===== config.mk =====
export PLATFORM = sky130hd
export DESIGN_NAME = cram_writer
export DESIGN_NICKNAME = d
export VERILOG_FILES = /design/src/rtl/cram_writer.sv
export SDC_FILE = /design/constraint.sdc
export NUM_CORES = 1
export LEC_CHECK = 0
export CORE_ASPECT_RATIO = 1.2
export CORE_MARGIN = 2
export CORE_UTILIZATION = 54
export DETAILED_ROUTE_END_ITERATION = 10
export PLACE_DENSITY_LB_ADDON = 0.1
export REMOVE_ABC_BUFFERS = 1
export SLEW_MARGIN = 20
export SYNTH_ARGS = -nofsm -noshare
export SYNTH_HDL_FRONTEND = slang
export SYNTH_SLANG_ARGS = --single-unit

===== constraint.sdc =====
create_clock -name clk -period 2.4 [get_ports clk]
set_input_delay 0.24 -clock clk [delete_from_list [all_inputs] [get_ports clk]]
set_output_delay 0.24 -clock clk [all_outputs]
set_load 0.02 [all_outputs]

===== src/rtl/cram_writer.sv =====
//==============================================================================
// Module      : cram_writer
// Description : Single write port arbiter for a 256 x 16 colour RAM. It merges
//               two write sources onto one port:
//                 - Z80 byte writes through a 512-byte window. An even byte is
//                   latched. An odd byte completes the 16-bit word and writes it.
//                 - A fill engine that writes a run of consecutive entries with
//                   either a constant word or a ramp. The ramp increments
//                   bits [14:0] and holds bit 15, the VDAC mode flag.
//               A CPU word write always wins the port. The fill engine stalls
//               in place for that cycle and resumes on the next cycle.
// Ports       : clk, rst               - clock, async active-high reset
//               cpu_wr/addr/data       - Z80 byte-write strobe, address, data
//               fill_start/base/len/
//               fill_data/fill_ramp    - fill request and its parameters
//               cram_addr/data/we      - registered CRAM write port
//               fill_busy, fill_done   - fill engine status
// Revision    : 1.0 - initial release
//==============================================================================
`default_nettype none

module cram_writer (
    input  logic        clk,
    input  logic        rst,
    input  logic        cpu_wr,
    input  logic [8:0]  cpu_addr,
    input  logic [7:0]  cpu_data,
    input  logic        fill_start,
    input  logic [7:0]  fill_base,
    input  logic [7:0]  fill_len,
    input  logic [15:0] fill_data,
    input  logic        fill_ramp,
    output logic [7:0]  cram_addr,
    output logic [15:0] cram_data,
    output logic        cram_we,
    output logic        fill_busy,
    output logic        fill_done
);

    typedef enum logic [1:0] {
        S_IDLE = 2'd0,
        S_RUN  = 2'd1,
        S_DONE = 2'd2
    } state_t;

    state_t      state;
    logic [7:0]  lo_latch;    // last even byte written by the CPU
    logic [7:0]  fill_ptr;    // word address of the next fill write
    logic [15:0] fill_val;    // data of the next fill write
    logic [7:0]  fill_rem;    // fill writes still to issue, minus one
    logic        ramp_mode;

    // An odd-byte write completes a word and must own the port this edge.
    logic cpu_word;
    assign cpu_word = cpu_wr & cpu_addr[0];

    // Next fill value. The ramp carries only through the 15 colour bits.
    function automatic logic [15:0] next_val(input logic [15:0] v, input logic ramp);
        next_val = ramp ? {v[15], v[14:0] + 15'd1} : v;
    endfunction

    always_ff @(posedge clk or posedge rst) begin
        if (rst) begin
            state     <= S_IDLE;
            lo_latch  <= 8'd0;
            fill_ptr  <= 8'd0;
            fill_val  <= 16'd0;
            fill_rem  <= 8'd0;
            ramp_mode <= 1'b0;
            cram_addr <= 8'd0;
            cram_data <= 16'd0;
            cram_we   <= 1'b0;
            fill_busy <= 1'b0;
            fill_done <= 1'b0;
        end else begin
            cram_we   <= 1'b0;
            fill_done <= 1'b0;

            if (cpu_wr && !cpu_addr[0]) begin
                lo_latch <= cpu_data;
            end

            if (cpu_word) begin
                cram_we   <= 1'b1;
                cram_addr <= cpu_addr[8:1];
                cram_data <= {cpu_data, lo_latch};
            end

            case (state)
                S_IDLE: begin
                    if (fill_start) begin
                        ramp_mode <= fill_ramp;
                        fill_busy <= 1'b1;
                        if (!cpu_word) begin
                            // The first word goes out on the same edge that
                            // accepts the request. This saves one cycle of
                            // start-up latency.
                            cram_we   <= 1'b1;
                            cram_addr <= fill_base;
                            cram_data <= fill_data;
                            fill_ptr  <= fill_base + 8'd1;
                            fill_val  <= next_val(fill_data, fill_ramp);
                            fill_rem  <= fill_len - 8'd1;
                            state     <= (fill_len == 8'd0) ? S_DONE : S_RUN;
                        end else begin
                            // The port is taken by the CPU. All fill_len+1
                            // writes are still owed.
                            fill_ptr <= fill_base;
                            fill_val <= fill_data;
                            fill_rem <= fill_len;
                            state    <= S_RUN;
                        end
                    end
                end

                S_RUN: begin
                    if (!cpu_word) begin
                        cram_we   <= 1'b1;
                        cram_addr <= fill_ptr;
                        cram_data <= fill_val;
                        fill_ptr  <= fill_ptr + 8'd1;
                        fill_val  <= next_val(fill_val, ramp_mode);
                        if (fill_rem == 8'd0) begin
                            state <= S_DONE;
                        end else begin
                            fill_rem <= fill_rem - 8'd1;
                        end
                    end
                end

                S_DONE: begin
                    // The cycle of the last fill write. Busy stays high
                    // through it, and done pulses on the cycle that follows.
                    fill_done <= 1'b1;
                    fill_busy <= 1'b0;
                    state     <= S_IDLE;
                end

                default: begin
                    state <= S_IDLE;
                end
            endcase
        end
    end

endmodule

`default_nettype wire


==> flow_summary.ini <==
[run]
maxCapViolations = 0

[pwr]
leakage_nw = 2.35
p_total_w = 0.00733
ir_worst_vdd_mv = 0.651
power_density_nw_per_um2 = 1270

[yosys]
synth_edf_count = 0
ys_seq_area_share_pct = 38.0
synthesis.area_sq_um = 4610
syn-instance-count = 540
async_reset_ff_share_pct = 100
synthFlopType = dfrtp_1
yosys_warnings = 0
synthDistinctLibCells = 64
postSynthAreaPerCell_sq_um = 8.53
ys_ff_latch = 70

[drt]
drtIter0Drc = 287
wl_per_cell_um = 17.9
vias_per_cell = 6.04
drc = 0
finalWirelength_mm = 13.2
vias = 4468
postRouteAntennaNets = 0
first_pass_iters = 4

[setup_path]
crit_arrival_ps = 2330
crit_type = reg -> reg
end_kind = flip-flop
r2r_start = state[1]$_DFFE_PP0P_
cp-startpoint = state[1]$_DFFE_PP0P_
r2r_cells = 4
cp_slowest_cell = nor2_2
worstPathMaxFanout = 19
endpoint = cram_data[1]$_DFF_PP0_
cp_slowest_stage_delay_ps = 810
timing.rr.end = cram_data[1]$_DFF_PP0_
rrSetupSlack_ps = 310
worstPathRequired_ps = 2640
path_cells = buf_4 -> nor2_2 -> nor2_1 -> o22a_1
critPathLaunchType = flip-flop

[final_layout]
nets = 684
final_common_cell = clkdlybuf4s50_1
final_cell_mix = 80 x clkdlybuf4s50_1, 70 x dfrtp_1, 68 x nand2_1
drive_gt1_share_pct = 11.0
syn2layout_area_growth_pct = 25.7
utilization_pct = 70.7
antenna_cells = 0

[clock_network]
htreeDepth = 3
clkSlewWorstSetupHoldPaths_ps = 70
hold_buffers = 0
post_cts_buffers = 0
cts_num_sinks = 70
cts_root_buf = clkbuf_8
cts_tree = yes
cts_buffers = 9
clock_latency_ps = 360
post_cts_resize_count = 0
clockBufferDepth = 2

[sta]
worstMarginPinSlew_ps = 1030
fin_crit_sh_pct = 86.9
final_max_slew_viol_count = 0
setup_viol = 0
relSlewSlack_pct = 31.4
clock.fmax_ghz = 0.480
rsz0062_at_grt = no
finalSetupTns_ps = 0
finClkSkew_ps = 7.96
fin_crit_ps = 2090
final_hold_viol_count = 0

[global_route]
grt_pass1_wl_mm = 21.8
grt_usage_pct = 30.0
first_global_vias = 4389
grt_max_degree = 40
antenna_found_initial = 0
grt_overflow_total = 0

[status]
outcome = completed

[placement]
portBuffers = 80
dp_hpwl_mm = 9.48
place.gp.congestion = 0.915

[floorplanning]
fp.dieW_um = 88.3
io_pins = 81
core_area_sq_um = 8200
start_util_pct = 56.2
rows = 36
die_h_um = 105
die_area_sq_um = 9290

[min_path]
hold_class = in -> async
[registers in the layout, indices dropped and copies added (netlist names)]
register and cells:
ramp_mode 1, cram_addr 8, fill_done 1, fill_rem 8, fill_busy 1, state 2
fill_val 16, fill_ptr 8, lo_latch 8, cram_data 16, cram_we 1
[layout make-up]
| cell class | instances | area, sq um |
|---|---|---|
| Clock buffer | 12 | 155 |
| Clock inverter | 3 | 67.6 |
| Fill cell | 681 | 2400 |
| Inverter | 10 | 37.5 |
| Multi-Input combinational cell | 426 | 2640 |
| Sequential cell | 70 | 1750 |
| Tap cell | 114 | 143 |
| Timing Repair Buffer | 105 | 1000 |
[critical path: cells and delay by family, from the launching register on]
kind | cells | cell delay (ps)
AOI/OAI and AO/OA | 1 | 210
and+or+nand+nor | 2 | 940
buffers and inverters | 1 | 270
DFF | 1 | 560
[cells in the mapped netlist, types with 3 or more instances]
master     n  area share [%]
a211oi_1   5            0.81
a21o_1     3            0.49
a21oi_1   44             4.8
a22oi_1    9             1.5
a31oi_1    4            0.54
and2_1     4            0.54
and3_1    10             1.4
and4_1     7             1.3
buf_1      4            0.33
buf_2      9            0.98
buf_6      5             1.2
clkbuf_1  14             1.1
dfrtp_1   70              38
ha_1       8             2.2
inv_1     10            0.81
mux2_2     8             2.0
mux2i_1    8             1.7
nand2_1   68             5.5
nand3_1   19             2.1
nand4_1   15             2.0
nor2_1    65             5.3
nor3_1     9            0.98
o211ai_1   5            0.81
o21ai_0   37             4.0
o21ai_1    3            0.33
o22a_1    13             2.5
o22ai_1   10             1.4
xnor2_1   17             3.2
xor2_1    11             2.1
[metrics by stage]
| stage | setup slack [ps] | cells | cell area (sq um) | hold slack, ps |
|---|---|---|---|---|
| finish | 315 | 740 | 5790 | 323 |
| global route | 200 | 740 | 5790 | 401 |
| CTS | 373 | 740 | 5790 | 345 |
| detailed placement | 113 | 725 | 5570 | 481 |
| global placement | 169 | 725 | 5570 | 460 |
| floorplan | 45.9 | 506 | 4430 | 345 |
[report_power, final]
part           total (W)  switching [W]  internal [W]
clock            0.00109       0.000453      0.000637
combinational    0.00400        0.00226       0.00174
sequential       0.00224       0.000514       0.00173
[cell families (layout without fill, tap and decap cells)]
kind of cell               Yosys count  in the layout  synth area share [%]
buffers and inverters               44            130                  4.75
DFF                                 70             70                  38.0
AOI/OAI and AO/OA                  158            158                  23.3
muxes                               16             16                  3.69
xor gates and xnor gates            28             28                  5.32
adders and majority gates            8              8                  2.17
and+or+nand+nor                    216            216                  22.8
[worst min-delay path by stage]
stage                                           to  slack (ps)  depth (start not counted)                      from
after floorplan              ramp_mode$_DFFE_PP0P_         350                          2                 fill_ramp
after global placement    fill_val[15]$_DFFE_PP0P_         460                          2  fill_val[15]$_DFFE_PP0P_
after detailed placement    cram_data[6]$_DFF_PP0_         480                          2   lo_latch[6]$_DFFE_PP0P_
after CTS                  fill_rem[0]$_DFFE_PP0P_         340                          2                       rst
after global routing         fill_busy$_DFFE_PP0P_         400                          2                       rst
final                         state[0]$_DFFE_PP0P_         320                          2                       rst
[per-layer routing]
metal	vias up	wire length, um	track usage [%]
met5	-	0	0
met4	0	448	15.2
met3	28	782	4.27
met2	163	6690	48.7
met1	2166	5300	38.3
li1	2111	-	-
Note: power is estimated with default switching activity, not from simulation.
